--- src/rtl/signed_seq_multiplier_if.sv ---
// Operand/result bundle for signed_seq_multiplier.
// The master drives the start, load and multiplicand signals; the slave (the multiplier)
// drives the product registers and status flags.
interface signed_seq_multiplier_if #(
  parameter int unsigned WIDTH = 8
);
  logic             Run;
  logic             ClearA_LoadB;
  logic [WIDTH-1:0] S;
  logic [WIDTH-1:0] Aval;
  logic [WIDTH-1:0] Bval;
  logic             X;
  logic             Busy;
  logic             Done;

  modport master (
    output Run, ClearA_LoadB, S,
    input  Aval, Bval, X, Busy, Done
  );

  modport slave (
    input  Run, ClearA_LoadB, S,
    output Aval, Bval, X, Busy, Done
  );
endinterface

--- src/rtl/signed_seq_multiplier.sv ---
// Sequential two's complement multiplier (shift-add with a final subtract for the
// multiplier's sign bit). {A,B} holds the 2N-bit product; X is A's sign extension.
// Optional build macro SEQ_MULT_FAST_EN: merges the add and shift steps into one cycle
// per multiplier bit (no SHIFT state).
module signed_seq_multiplier #(
  parameter int unsigned WIDTH = 8
) (
  input logic                   Clk,
  input logic                   Reset,
  signed_seq_multiplier_if.slave bus
);

  localparam int unsigned    CntW    = $clog2(WIDTH + 1);
  localparam logic [CntW-1:0] LastCnt = CntW'(WIDTH - 1);

`ifdef SEQ_MULT_FAST_EN
  typedef enum logic [1:0] {
    StIdle = 2'd0,
    StAdd  = 2'd1,
    StDone = 2'd3
  } state_e;
`else
  typedef enum logic [1:0] {
    StIdle  = 2'd0,
    StAdd   = 2'd1,
    StShift = 2'd2,
    StDone  = 2'd3
  } state_e;
`endif

  state_e           state_q, state_d;
  logic [WIDTH-1:0] a_q, a_d;
  logic [WIDTH-1:0] b_q, b_d;
  logic             x_q, x_d;
  logic [CntW-1:0]  cnt_q, cnt_d;

  logic [WIDTH:0] a_ext, s_ext, sum;

  // Sign-extended add; the last multiplier bit carries negative weight, so subtract there.
  always_comb begin
    a_ext = {a_q[WIDTH-1], a_q};
    s_ext = {bus.S[WIDTH-1], bus.S};
    sum   = (cnt_q == LastCnt) ? (a_ext - s_ext) : (a_ext + s_ext);
  end

  // Next-state and datapath updates.
  always_comb begin
    state_d = state_q;
    a_d     = a_q;
    b_d     = b_q;
    x_d     = x_q;
    cnt_d   = cnt_q;
    case (state_q)
      StIdle: begin
        // Run has priority: B keeps its value so back-to-back runs reuse the low half.
        if (bus.Run) begin
          a_d     = '0;
          x_d     = 1'b0;
          cnt_d   = '0;
          state_d = StAdd;
        end else if (bus.ClearA_LoadB) begin
          a_d = '0;
          x_d = 1'b0;
          b_d = bus.S;
        end
      end
      StAdd: begin
        if (b_q[0]) begin
          a_d = sum[WIDTH-1:0];
          x_d = sum[WIDTH];
        end
`ifdef SEQ_MULT_FAST_EN
        // Shift the freshly added value in the same cycle.
        b_d     = {a_d[0], b_q[WIDTH-1:1]};
        a_d     = {x_d, a_d[WIDTH-1:1]};
        cnt_d   = cnt_q + CntW'(1);
        state_d = (cnt_q == LastCnt) ? StDone : StAdd;
`else
        state_d = StShift;
`endif
      end
`ifndef SEQ_MULT_FAST_EN
      StShift: begin
        b_d     = {a_q[0], b_q[WIDTH-1:1]};
        a_d     = {x_q, a_q[WIDTH-1:1]};
        cnt_d   = cnt_q + CntW'(1);
        state_d = (cnt_q == LastCnt) ? StDone : StAdd;
      end
`endif
      StDone: begin
        // Wait for Run to drop so one request yields exactly one product.
        if (!bus.Run) state_d = StIdle;
      end
      default: state_d = StIdle;
    endcase
  end

  // State and datapath registers; reset aborts any operation in progress.
  always_ff @(posedge Clk or negedge Reset) begin
    if (!Reset) begin
      state_q <= StIdle;
      a_q     <= '0;
      b_q     <= '0;
      x_q     <= 1'b0;
      cnt_q   <= '0;
    end else begin
      state_q <= state_d;
      a_q     <= a_d;
      b_q     <= b_d;
      x_q     <= x_d;
      cnt_q   <= cnt_d;
    end
  end

  // Outputs decoded straight from registers so reset clears them without a clock.
  always_comb begin
    bus.Aval = a_q;
    bus.Bval = b_q;
    bus.X    = x_q;
    bus.Done = (state_q == StDone);
    bus.Busy = (state_q != StIdle) && (state_q != StDone);
  end

endmodule

--- src/flat_wrapper.sv ---
// flat-port wrapper written by rule: the top's interface ports become plain ports
module signed_seq_multiplier_flat 
#(
  parameter int unsigned WIDTH = 8
)
  (Clk, Reset, bus_Run, bus_ClearA_LoadB, bus_S, bus_Aval, bus_Bval, bus_X, bus_Busy, bus_Done);
  signed_seq_multiplier_if #(.WIDTH(WIDTH)) bus_i ();
  input logic Clk;
  input logic Reset;
  input wire logic [$bits(bus_i.Run)-1:0] bus_Run;
  input wire logic [$bits(bus_i.ClearA_LoadB)-1:0] bus_ClearA_LoadB;
  input wire logic [$bits(bus_i.S)-1:0] bus_S;
  output wire logic [$bits(bus_i.Aval)-1:0] bus_Aval;
  output wire logic [$bits(bus_i.Bval)-1:0] bus_Bval;
  output wire logic [$bits(bus_i.X)-1:0] bus_X;
  output wire logic [$bits(bus_i.Busy)-1:0] bus_Busy;
  output wire logic [$bits(bus_i.Done)-1:0] bus_Done;
  assign bus_i.Run = bus_Run;
  assign bus_i.ClearA_LoadB = bus_ClearA_LoadB;
  assign bus_i.S = bus_S;
  assign bus_Aval = bus_i.Aval;
  assign bus_Bval = bus_i.Bval;
  assign bus_X = bus_i.X;
  assign bus_Busy = bus_i.Busy;
  assign bus_Done = bus_i.Done;
  signed_seq_multiplier #(.WIDTH(WIDTH)) u_core (.Clk(Clk), .Reset(Reset), .bus(bus_i));
endmodule
--- config.mk ---
export PLATFORM = sky130hd
export DESIGN_NAME = signed_seq_multiplier_flat
export DESIGN_NICKNAME = d
export VERILOG_FILES = /design/src/rtl/signed_seq_multiplier_if.sv /design/src/rtl/signed_seq_multiplier.sv /design/src/flat_wrapper.sv
export SDC_FILE = /design/constraint.sdc
export NUM_CORES = 1
export LEC_CHECK = 0
export ABC_AREA = 1
export BUFFER_PORTS_ARGS = -buffer_cell sky130_fd_sc_hd__buf_2
export CAP_MARGIN = 20
export CORE_UTILIZATION = 58
export CTS_BUF_LIST = sky130_fd_sc_hd__clkbuf_8
export CTS_CLUSTER_DIAMETER = 60
export DETAILED_ROUTE_END_ITERATION = 6
export GPL_TIMING_DRIVEN = 0
export PLACE_DENSITY = 0.82
export SYNTH_ARGS = -nofsm -noshare
export SYNTH_HDL_FRONTEND = slang
export SYNTH_SLANG_ARGS = --single-unit
--- constraint.sdc ---
create_clock -name Clk -period 3 [get_ports Clk]
set_input_delay 0.3 -clock Clk [delete_from_list [all_inputs] [get_ports Clk]]
set_output_delay 0.3 -clock Clk [all_outputs]
set_load 0.05 [all_outputs]
After elaboration in Yosys (flattened, before gate mapping)
Cells that the tools add are included.
{"block": "word_totals", "register_bits": 23, "output_inout_bits": 19}
{"block": "classes", "add_sub_neg": 3, "n_eq_ne": 11, "n_mux": 18, "n_reduce_logical": 11}
{"operator": "2-to-1 mux 8 bit", "count": 5}
{"operator": "case mux 8 bit (3 select lines)", "count": 1}
{"operator": "case mux 8 bit (2 select lines)", "count": 1}
{"operator": "inequality test 2 bit, second input constant", "count": 5}
{"operator": "adder 8 x 8 -> 9 bit", "count": 1}
{"operator": "2-to-1 mux 9 bit", "count": 1}
{"operator": "AND reduction 3 bit", "count": 3}
{"operator": "subtractor 8 x 8 -> 9 bit", "count": 1}
{"operator": "case mux 2 bit (4 select lines)", "count": 1}
{"operator": "case mux 4 bit (2 select lines)", "count": 1}
{"operator": "2-to-1 mux 2 bit", "count": 3}
{"operator": "nonzero test 2 bit", "count": 3}
{"operator": "adder 4 x 1 -> 4 bit, second input constant", "count": 1}
{"operator": "equality test 2 bit, second input constant", "count": 2}
{"operator": "equality test 4 x 3 -> 1 bit, second input constant", "count": 1}
{"operator": "2-to-1 mux 4 bit", "count": 1}
{"operator": "AND reduction 2 bit", "count": 2}
{"operator": "2-to-1 mux 1 bit", "count": 3}
{"operator": "inequality test 3 bit, second input constant", "count": 1}
{"operator": "nonzero test 3 bit", "count": 1}
{"operator": "equality test 2 x 1 -> 1 bit, second input constant", "count": 1}
{"operator": "zero test 2 bit", "count": 1}
{"operator": "inequality test 2 x 1 -> 1 bit, second input constant", "count": 1}
{"operator": "case mux 1 bit (2 select lines)", "count": 1}
{"operator": "logical AND 1 bit", "count": 1}

Depth between registers and ports, before layout
Gate-level depths: netlist of the first run.
{"block": "logic_depth", "depth_word": 4, "ltp_mapped": 18, "ltp_nobuf": 18}

Worst setup path before layout of the first run
OpenSTA, ideal clock, no wires.
{"block": "synth_timing", "path_kind": "register to register", "startpoint": "register u_core.cnt_q[0]", "endpoint": "register u_core.a_q[5] (netlist: u_core.bus.Aval[5])", "arrival_ps": 2136, "required_time_ps": 2882, "setup_slack_ps": 746, "stages_incl_launch_ff": 17, "path_buffers": 0, "cell_sequence": "dfrtp_1 > ha_1 > nand2_1 > nor2_2 > inv_1 > o21ai_0 > inv_1 > ha_1 > nand2_1 > a21oi_1 > nand2_1 > nand2_1 > nand2_1 > nand3_1 > nand2_1 > nand2_1 > nand2_1"}
{"block": "synth_via", "elab_chain_len": 4}
{"item": "from (decl)", "line_no": "signed_seq_multiplier.sv:35", "text": "logic [CntW-1:0] cnt_q, cnt_d;"}
{"item": "from (signal assigned)", "line_no": "signed_seq_multiplier.sv:111", "text": "cnt_q <= cnt_d;"}
{"item": "equality test 4 x 3 -> 1 bit", "line_no": "signed_seq_multiplier.sv:43", "text": "sum = (cnt_q == LastCnt) ? (a_ext - s_ext) : (a_ext + s_ext);"}
{"item": "2-to-1 mux 9 bit", "line_no": "signed_seq_multiplier.sv:43"}
{"item": "2-to-1 mux 8 bit", "line_no": "signed_seq_multiplier.sv:68", "text": "if (b_q[0]) begin"}
{"item": "case mux 8 bit (3 select lines)", "line_no": "signed_seq_multiplier.sv:53", "text": "case (state_q)"}
{"item": "to (signal assigned)", "line_no": "signed_seq_multiplier.sv:102", "text": "a_q <= '0;"}
{"item": "to (signal assigned)", "line_no": "signed_seq_multiplier.sv:108", "text": "a_q <= a_d;"}
{"item": "to (decl)", "line_no": "signed_seq_multiplier.sv:32", "text": "logic [WIDTH-1:0] a_q, a_d;"}
Every way passes these cells. The select of a mux whose other input is x is not followed.
A chain may end at the register's enable or synchronous reset.

Worst setup path after layout of the first run
{"block": "layout_timing", "startpoint": "register u_core.cnt_q[0]", "endpoint": "register u_core.a_q[7] (netlist: u_core.bus.Aval[7])"}
The elaborated chain is that of the path after synthesis.

==> results of run 1 <==
## power groups by stage
stage / sequential, mW / combinational, mW / clock [mW]
5_1_grt: 0.539 / 1.61 / 0.207
3_3_place_gp: 0.523 / 1.42 / 0
4_1_cts: 0.520 / 1.45 / 0.194
6_report: 0.520 / 1.45 / 0.192
2_1_floorplan: 0.795 / 0.855 / 0
3_5_place_dp: 0.527 / 1.44 / 0
## Yosys cell counts (2+ instances only)
library cell	n	area share
sky130_fd_sc_hd__inv_1	43	0.089
sky130_fd_sc_hd__nand2_2	2	0.0069
sky130_fd_sc_hd__nand3_1	18	0.050
sky130_fd_sc_hd__o31ai_1	2	0.0083
sky130_fd_sc_hd__o22ai_1	4	0.014
sky130_fd_sc_hd__nor2_2	3	0.010
sky130_fd_sc_hd__nand2_1	80	0.17
sky130_fd_sc_hd__dfrtp_1	23	0.32
sky130_fd_sc_hd__nand4_1	3	0.010
sky130_fd_sc_hd__ha_1	14	0.097
sky130_fd_sc_hd__o21a_1	7	0.029
sky130_fd_sc_hd__a21oi_1	13	0.036
sky130_fd_sc_hd__o21ai_0	15	0.041
sky130_fd_sc_hd__xor2_1	7	0.034
sky130_fd_sc_hd__inv_2	3	0.0062
sky130_fd_sc_hd__nor2_1	15	0.031
## state kept, by name, indices dropped and copies added, names as in the netlist
name / count
u_core.bus.Aval: 8
u_core.bus.Bval: 8
u_core.bus.X: 1
u_core.cnt_q: 4
u_core.state_q: 2
## worst register-to-register path: stages (launching register included)
cell and delay [ns]:
sky130_fd_sc_hd__dfrtp_1 0.40, sky130_fd_sc_hd__ha_1 0.19, sky130_fd_sc_hd__nand2_1 0.09, sky130_fd_sc_hd__nor2_2 0.26, sky130_fd_sc_hd__inv_1 0.15, sky130_fd_sc_hd__o21ai_0 0.36
sky130_fd_sc_hd__inv_1 0.09, sky130_fd_sc_hd__ha_1 0.28, sky130_fd_sc_hd__nand2_1 0.05, sky130_fd_sc_hd__a21oi_1 0.28, sky130_fd_sc_hd__nand2_1 0.13, sky130_fd_sc_hd__nand2_1 0.08
sky130_fd_sc_hd__nand2_1 0.05, sky130_fd_sc_hd__nand3_1 0.07, sky130_fd_sc_hd__nand2_1 0.05, sky130_fd_sc_hd__nand2_1 0.05, sky130_fd_sc_hd__nand2_1 0.04
## through the flow
step                      hold slack [ns]  power, mW  utilization  setup slack, ns  cells
final                           -0.001274      2.165       0.7175           0.2778    328
after detailed placement           0.3069      1.970       0.7018           0.3208    324
after floorplan                  0.004409      1.650            -           0.7455    263
after CTS                         0.01440      2.166       0.7175           0.3041    328
after global placement             0.3022      1.943       0.7018           0.3705    324
after global routing              0.03782      2.351       0.7175          0.04882    328
## final cells by class
class	instances	area [um^2]	share of cell area
clock inverter	1	3.754	0.001834
sequential	23	575.6	0.2812
clock buffer	3	41.29	0.02017
multi-input combinational	191	1049	0.5122
buffer	3	16.27	0.007946
inverter	46	172.7	0.08435
tap	31	38.79	0.01895
timing repair buffer	30	150.1	0.07335
## path summary, 6_finish.rpt
| check | start | to | slack [ns] | depth (start not counted) |
|---|---|---|---|---|
| max | u_core.cnt_q[0]$_DFFE_PN0P_ | u_core.bus.Aval[7]$_DFFE_PN0P_ | 0.28 | 16 |
| min | Reset | u_core.bus.Bval[3]$_DFFE_PN0P_ | -0.001 | 1 |
| max reg2reg | u_core.cnt_q[0]$_DFFE_PN0P_ | u_core.bus.Aval[7]$_DFFE_PN0P_ | 0.28 | 16 |
| min reg2reg | u_core.cnt_q[1]$_DFFE_PN0P_ | u_core.cnt_q[1]$_DFFE_PN0P_ | 0.51 | 2 |
| max in group asynchronous | Reset | u_core.bus.X$_DFFE_PN0P_ | 2.63 | 1 |
| min in group Clk | bus_Run | u_core.state_q[1]$_DFFE_PN0P_ | 0.41 | 4 |
## cells by family after synthesis
family                   after synthesis
buffers and inverters                 49
AO/OA/AOI/OAI                         46
XOR/XNOR                               8
AND/OR/NAND/NOR                      122
adder cells (fa/ha/maj)               15
flip-flops                            23
## metal layers
layer  vias up  global-route usage  share of wire
met5         -                   0              0
met4         0             0.09524         0.0094
met3         5             0.03125          0.056
met2        58              0.4680           0.48
met1       815              0.3521           0.46
li1        907                   -              -
==> results.md, run 1 <==
Place:
- At the end of routability-driven placement, the weighted congestion stood at 0.8517.
- In this run the cell area measured after placement is 2002 um^2.
- The detailed-placement wirelength estimate is 3111 um.
- Buffers placed on the I/O ports in this run total 30.

Drt:
- The count of antenna-violating nets left after detailed routing is 0.
- The routed length per placed instance is 12.32 um.
- The number of detailed-routing iterations run before antenna repair is 6.
- The detailed-route vias per instance is 5.442.
- The number of DRC markers after the initial detailed-route iteration is 81.
- Summing over every cut layer, the via total after detailed routing is 1,785.
- In the routed design, unresolved DRC markers number 3.
- The wire length after detailed routing is 4041 um.

CTS:
- The number of H-tree levels is 1.
- The number of setup buffers added after CTS is 0.
- Clock-pin slew was measured on the worst setup and hold paths at 0.09 ns.
- The count of cells resized by post-cts repair is 0.
- The root buffer cell chosen for the clock tree is sky130_fd_sc_hd__clkbuf_8.
- The CTS buffer count is 3.
- The clock latency on the worst-skew pair is 0.27 ns.
- The TritonCTS clock tree is done.
- The maximum number of buffers from clock root to sink is 2.
- For this design, the CTS-stage hold fixing added 0 buffers.
- CTS saw 23 sinks.

Worst hold path:
- The path class of the lowest-slack min-delay path is primary input to async pin.

Logic synthesis:
- Counting flops with a built-in enable in the synthesized netlist gives 0.
- The net count of the mapped netlist is 290.
- The compound-gate portion of the synthesized area is 0.1553.
- The mean instance size in the synthesized netlist is 6.893 um^2.
- The post-synthesis adder-cell area fraction is 0.1077.
- The share of synthesized registers carrying an async set or reset is 1.000.
- In the synthesized netlist the dominant register cell turns out to be sky130_fd_sc_hd__dfrtp_1.
- The count of mapped cells out of synthesis is 263.
- After synthesis, the largest family of logic cells by area is simple AND/OR/NAND/NOR gates.
- Of the total synthesized cell area, the portion taken by AND, OR, NAND and NOR gates is 0.2767.
- The sequential fraction of the synthesis area is 0.3175.
- The post-synthesis xor/xnor area fraction is 0.03865.
- The count of distinct cell types in the synthesized netlist is 27.
- After synthesis, the share of cell area in mux cells is 0.
- For this run, the number of Yosys warnings is 0.
- The synthesized design contains 23 register bits.
- The area of the mapped netlist is 1813 um^2.

Worst setup path:
- For this design, the slowest cell found on the critical path is sky130_fd_sc_hd__dfrtp_1.
- The arrival time reported for the critical path endpoint is 2.88 ns.
- The critical path's top delay family is simple AND/OR/NAND/NOR gates.
- The element type at the critical path end is a flip-flop.
- The most used cell along the critical path is sky130_fd_sc_hd__nand2_1.
- The buffer and inverter count on the worst path is 2.
- The critical path goes through ha_1 > nand2_1 > nor2_2 > inv_1 > o21ai_0 > inv_1 > ha_1 > nand2_1 > a21oi_1 > nand2_1 > nand2_1 > nand2_1 > nand3_1 > nand2_1 > nand2_1 > nand2_1.
- Along the worst path, the maximum fanout reaches 7.
- The required time at the endpoint of the critical path is 3.16 ns.
- The critical path start-end classification is flip-flop to flip-flop.
- For this run, the slowest stage of the critical path takes 0.40 ns.
- STA classifies the critical path startpoint as a flip-flop.

STA:
- The relative max-transition margin is 0.6438.
- The max-slew violation count is 0.
- The highest clock rate is 367.3 MHz.
- Hold timing on the final database bottoms out at a slack of -0.001274 ns.
- For the finished layout, the period the worst path requires is 2.722 ns.
- The final hold violation count is 3.
- For the pin with the worst max-slew slack, the measured transition is 0.5344 ns.
- Clock skew on the completed layout was measured at 0.01149 ns.
- Setup repair after global routing left no endpoint under its margin.
- After routing, the total negative slack on setup checks comes to 0 ns.
- Setup violations remaining at the end of the flow were counted as 0.
- In the finished design, the share of the clock period the worst path needs comes to 0.9074.

Status:
- The flow ran to the end, but the final reports show violations.
- The final reports fail on design-rule violations, negative hold slack.

GRT:
- The total global routing overflow is 0.
- The pin count of the biggest net entering global routing is 24.
- The number of antenna violations at the first check in global routing is 0.
- The wire length of the first global-routing pass is 7031 um.
- The global-route usage over all layers is 0.2710.
- The via count of the first global-routing pass is 1,669.

Cells and area:
- The design area is 2047 um^2.
- The repair_antennas step left the layout with diodes totalling 0.
- The area growth from synthesis to layout is 12.91%.
- The most common library cell in the layout ignoring fill and taps is sky130_fd_sc_hd__nand2_1.
- The proportion of layout cells with a drive suffix above 1 is 0.1481.
- The net count reported at finish is 325.
- Counting the fill cells in the layout gives 257.
- The library cells used most frequently in the layout, excluding fill and tap cells, are 80 x sky130_fd_sc_hd__nand2_1, 44 x sky130_fd_sc_hd__inv_1, 31 x sky130_fd_sc_hd__buf_2, 23 x sky130_fd_sc_hd__dfrtp_1, 18 x sky130_fd_sc_hd__nand3_1.

Die:
- For this configuration, the core starts out at a cell density of 0.6355.
- The area of the core region is 2853 um^2.
- The row count is 19.
- The number of top-level pins is 31.
- The die outline height is 57.91 um.
- The horizontal die dimension is 57.91 um.
- The floorplan step defined a die boundary enclosing 3354 um^2.

Power and ir drop:
- In this run the power density over the cells is 1058 nW/um^2.
- The proportion of total power due to net switching is 0.5623.
- The combinational share of power is 0.671.
- Cell internal power was estimated by the tool at 0.9476 mW.
- VDD sags by at most 0.8331 mV.
- The share of total power dissipated in sequential elements is 0.240.
- The analysis attributes to cell leakage a power of 1.171 nW.
- The switching component of the power is 1.218 mW.
- The clock group share of total power is 0.089.

Run:
- The max-cap violation count is 0.
Note: power is estimated with default switching activity, not from simulation.
==> run 2, diff against run 1 <==
--- a/config.mk
+++ b/config.mk
@@ -14,6 +14,7 @@
 export DETAILED_ROUTE_END_ITERATION = 6
 export GPL_TIMING_DRIVEN = 0
 export PLACE_DENSITY = 0.82
+export RECOVER_POWER = 50
 export SYNTH_ARGS = -nofsm -noshare
 export SYNTH_HDL_FRONTEND = slang
 export SYNTH_SLANG_ARGS = --single-unit
==> results.md, run 2 (same netlist as run 1, synthesis figures left out) <==
Die:
- The die outline height is 57.91 um (unchanged).
- The full die area is 3354 um^2 (unchanged).
- The area of the core region is 2853 um^2 (unchanged).
- The horizontal die dimension is 57.91 um (unchanged).
- The effective utilization at floorplan came to 0.6355 (unchanged).
- The number of top-level pins is 31 (unchanged).
- The row count was 19 (unchanged).

Cells and area:
- The design area came to 2034 um^2 (-0.61%).
- The final-layout fill cell count is 263 (+2.3%).
- The most common library cell in the layout ignoring fill and taps is sky130_fd_sc_hd__nand2_1.
- The proportion of layout cells with a drive suffix above 1 is 0.1145 (-0.03367).
- The area growth from synthesis to layout is 12.22%.
- The total inserted antenna cells is 0 (unchanged).
- In the layout the commonest cells are 80 x sky130_fd_sc_hd__nand2_1, 44 x sky130_fd_sc_hd__inv_1, 23 x sky130_fd_sc_hd__dfrtp_1, 21 x sky130_fd_sc_hd__buf_2, 18 x sky130_fd_sc_hd__nand3_1.
- The combined area of the multi-input logic cells is 1049 um^2 (unchanged).
- The net count reported at finish came to 325 (unchanged).
- The post-layout utilization of the core is 0.7132 (-0.004386).
- The sequential standard cell area was 575.6 um^2 (unchanged).

Worst setup path:
- The arrival time reported for the critical path endpoint was 2.87 ns (about the same).
- The startpoint type of the worst setup path is a flip-flop.
- The critical path is of the flip-flop to flip-flop type.
- The required time at the endpoint of the critical path is 3.16 ns (about the same).
- The first element of the critical path is u_core.cnt_q[0]$_DFFE_PN0P_.
- The worst setup path is captured at a flip-flop.
- The maximum fanout count along the critical path is 7 (unchanged).
- The startpoint of the lowest-slack register-to-register path is u_core.cnt_q[0]$_DFFE_PN0P_.
- The setup slack of the worst register-to-register path came to 0.29 ns (about the same).

STA:
- The final hold violation count is 0 (-3).
- The worst hold margin is 0.2833 ns (+0.2845 ns).
- The part of the cycle the worst path needs came to 0.9031 (-0.004352).
- The total negative slack was 0 ns (unchanged).
- The final worst-path setup slack came to 0.2908 ns (+0.01306 ns).
- The worst-case clock skew came to 0.01145 ns (-0.00003600 ns).
- The max-slew violation count was 0 (unchanged).
- Setup repair after global routing left no endpoint under its margin.
- The highest clock rate was 369.1 MHz (+0.48%).
- The actual slew at the worst max-slew pin was 1.276 ns (+0.7413 ns).
- The relative max-transition margin came to 0.1496 (-0.4942).
- The setup violation total in the final timing report came to 0 (unchanged).
- The shortest clock period the worst path allows after layout is 2.709 ns (-0.01306 ns).

Drt:
- The number of DRC markers after the initial detailed-route iteration is 81 (unchanged).
- The number of detailed-routing iterations run before antenna repair is 6 (unchanged).
- The detailed-route vias per instance was 5.454 (+0.22%).
- The routed length per placed instance is 12.31 um (about the same).
- The wire length after detailed routing is 4038 um (about the same).
- The total via count in the routed design is 1,789 (+0.22%).
- The count of antenna-violating nets left after detailed routing came to 0 (unchanged).
- The final routed DRC violation total came to 3 (unchanged).

Place:
- The detailed-placement wirelength estimate is 3111 um (unchanged).
- The placed instance area was 2002 um^2 (unchanged).
- The worst-case setup slack after placement is 0.3208 ns (unchanged).
- The global placer's final weighted congestion was 0.8517 (unchanged).
- The number of buffers inserted by port buffering was 30 (unchanged).

CTS:
- The CTS buffer count is 3 (unchanged).
- The maximum number of buffers from clock root to sink was 2 (unchanged).
- The number of hold buffers added after cts was 0 (unchanged).
- The count of cells resized by post-cts repair is 0 (unchanged).
- The number of setup buffers added after CTS is 0 (unchanged).
- The tree is rooted in a sky130_fd_sc_hd__clkbuf_8.
- The clock latency on the worst-skew pair came to 0.27 ns (about the same).
- The clock slew seen by the registers of the worst setup and hold paths was 0.09 ns (about the same).
- TritonCTS built the clock tree.
- The clock sink total was 23 (unchanged).
- The number of H-tree levels was 1 (unchanged).

GRT:
- The wire length of the first global-routing pass is 7031 um (unchanged).
- The peak-usage layer in the global routing report is met2.
- The global-route usage over all layers is 0.2710 (unchanged).
- The met2 track demand over resource in global routing came to 0.4680 (unchanged).
- The via count of the first global-routing pass is 1,669 (unchanged).
- The number of antenna violations at the first check in global routing is 0 (unchanged).
- The global routing met1 resource utilization came to 0.3521 (unchanged).
- The global-route track usage on met3 was 0.03125 (unchanged).
- The pin count of the biggest net entering global routing came to 24 (unchanged).
- The total global routing overflow is 0 (unchanged).

Run:
- The max-cap violation count is 0 (unchanged).

Worst hold path:
- In this run the worst hold path is classified as primary input to async pin.

Power and ir drop:
- The peak supply drop is 0.8314 mV (-0.20%).
- The cell area power density is 1057 nW/um^2 (about the same).
- The cell leakage power is 1.143 nW (-2.4%).

Status:
- The final reports fail on design-rule violations.
- The flow ran to the end, but the final reports show violations.
run 2: cell count changes in the layout (fill, tap and decap cells not counted), sizes merged:
cell / delta
clkbuf: +10
buf: -10
run 2: power breakdown:
part | total (mW) | internal, mW | switching, mW
Clock | 0.192 | 0.0915 | 0.101
Sequential | 0.522 | 0.429 | 0.0927
Combinational | 1.44 | 0.410 | 1.03
Total | 2.15 | 0.931 | 1.22
run 2: worst paths after layout:
check / end / cells after the start
setup / recovery: u_core.bus.Aval[7]$_DFFE_PN0P_ / 16
hold / removal: u_core.bus.Bval[3]$_DFFE_PN0P_ / 1
setup reg to reg: u_core.bus.Aval[7]$_DFFE_PN0P_ / 16
hold reg to reg: u_core.cnt_q[1]$_DFFE_PN0P_ / 2
max in group asynchronous: u_core.bus.X$_DFFE_PN0P_ / 1
min in group Clk: u_core.state_q[1]$_DFFE_PN0P_ / 4
run 2: critical path, stage by stage (launching register included):
cell	delay, ns
sky130_fd_sc_hd__dfrtp_1	0.40
sky130_fd_sc_hd__ha_1	0.19
sky130_fd_sc_hd__nand2_1	0.09
sky130_fd_sc_hd__nor2_2	0.25
sky130_fd_sc_hd__inv_1	0.15
sky130_fd_sc_hd__o21ai_0	0.36
sky130_fd_sc_hd__inv_1	0.09
sky130_fd_sc_hd__ha_1	0.28
sky130_fd_sc_hd__nand2_1	0.05
sky130_fd_sc_hd__a21oi_1	0.28
sky130_fd_sc_hd__nand2_1	0.13
sky130_fd_sc_hd__nand2_1	0.08
sky130_fd_sc_hd__nand2_1	0.05
sky130_fd_sc_hd__nand3_1	0.07
sky130_fd_sc_hd__nand2_1	0.05
sky130_fd_sc_hd__nand2_1	0.05
sky130_fd_sc_hd__nand2_1	0.04
run 2: cell type report:
type,count,area share
Multi-Input combinational cell,191,0.5154
Sequential cell,23,0.2829
Inverter,46,0.08487
Timing Repair Buffer,30,0.06765
Clock buffer,3,0.02030
Tap cell,31,0.01907
Buffer,3,0.007995
Clock inverter,1,0.001845
run 2: routing by layer:
metal,vias to the layer above,part of all wire
met5,-,0
met4,0,0.0094
met3,5,0.058
met2,61,0.48
met1,817,0.46
li1,906,-
run 2: through the flow:
step / std cells / total power [mW]
after global routing: 328 / 2.334
after floorplan: 263 / 1.650
after detailed placement: 324 / 1.970
after CTS: 328 / 2.166
after global placement: 324 / 1.943
final: 328 / 2.150
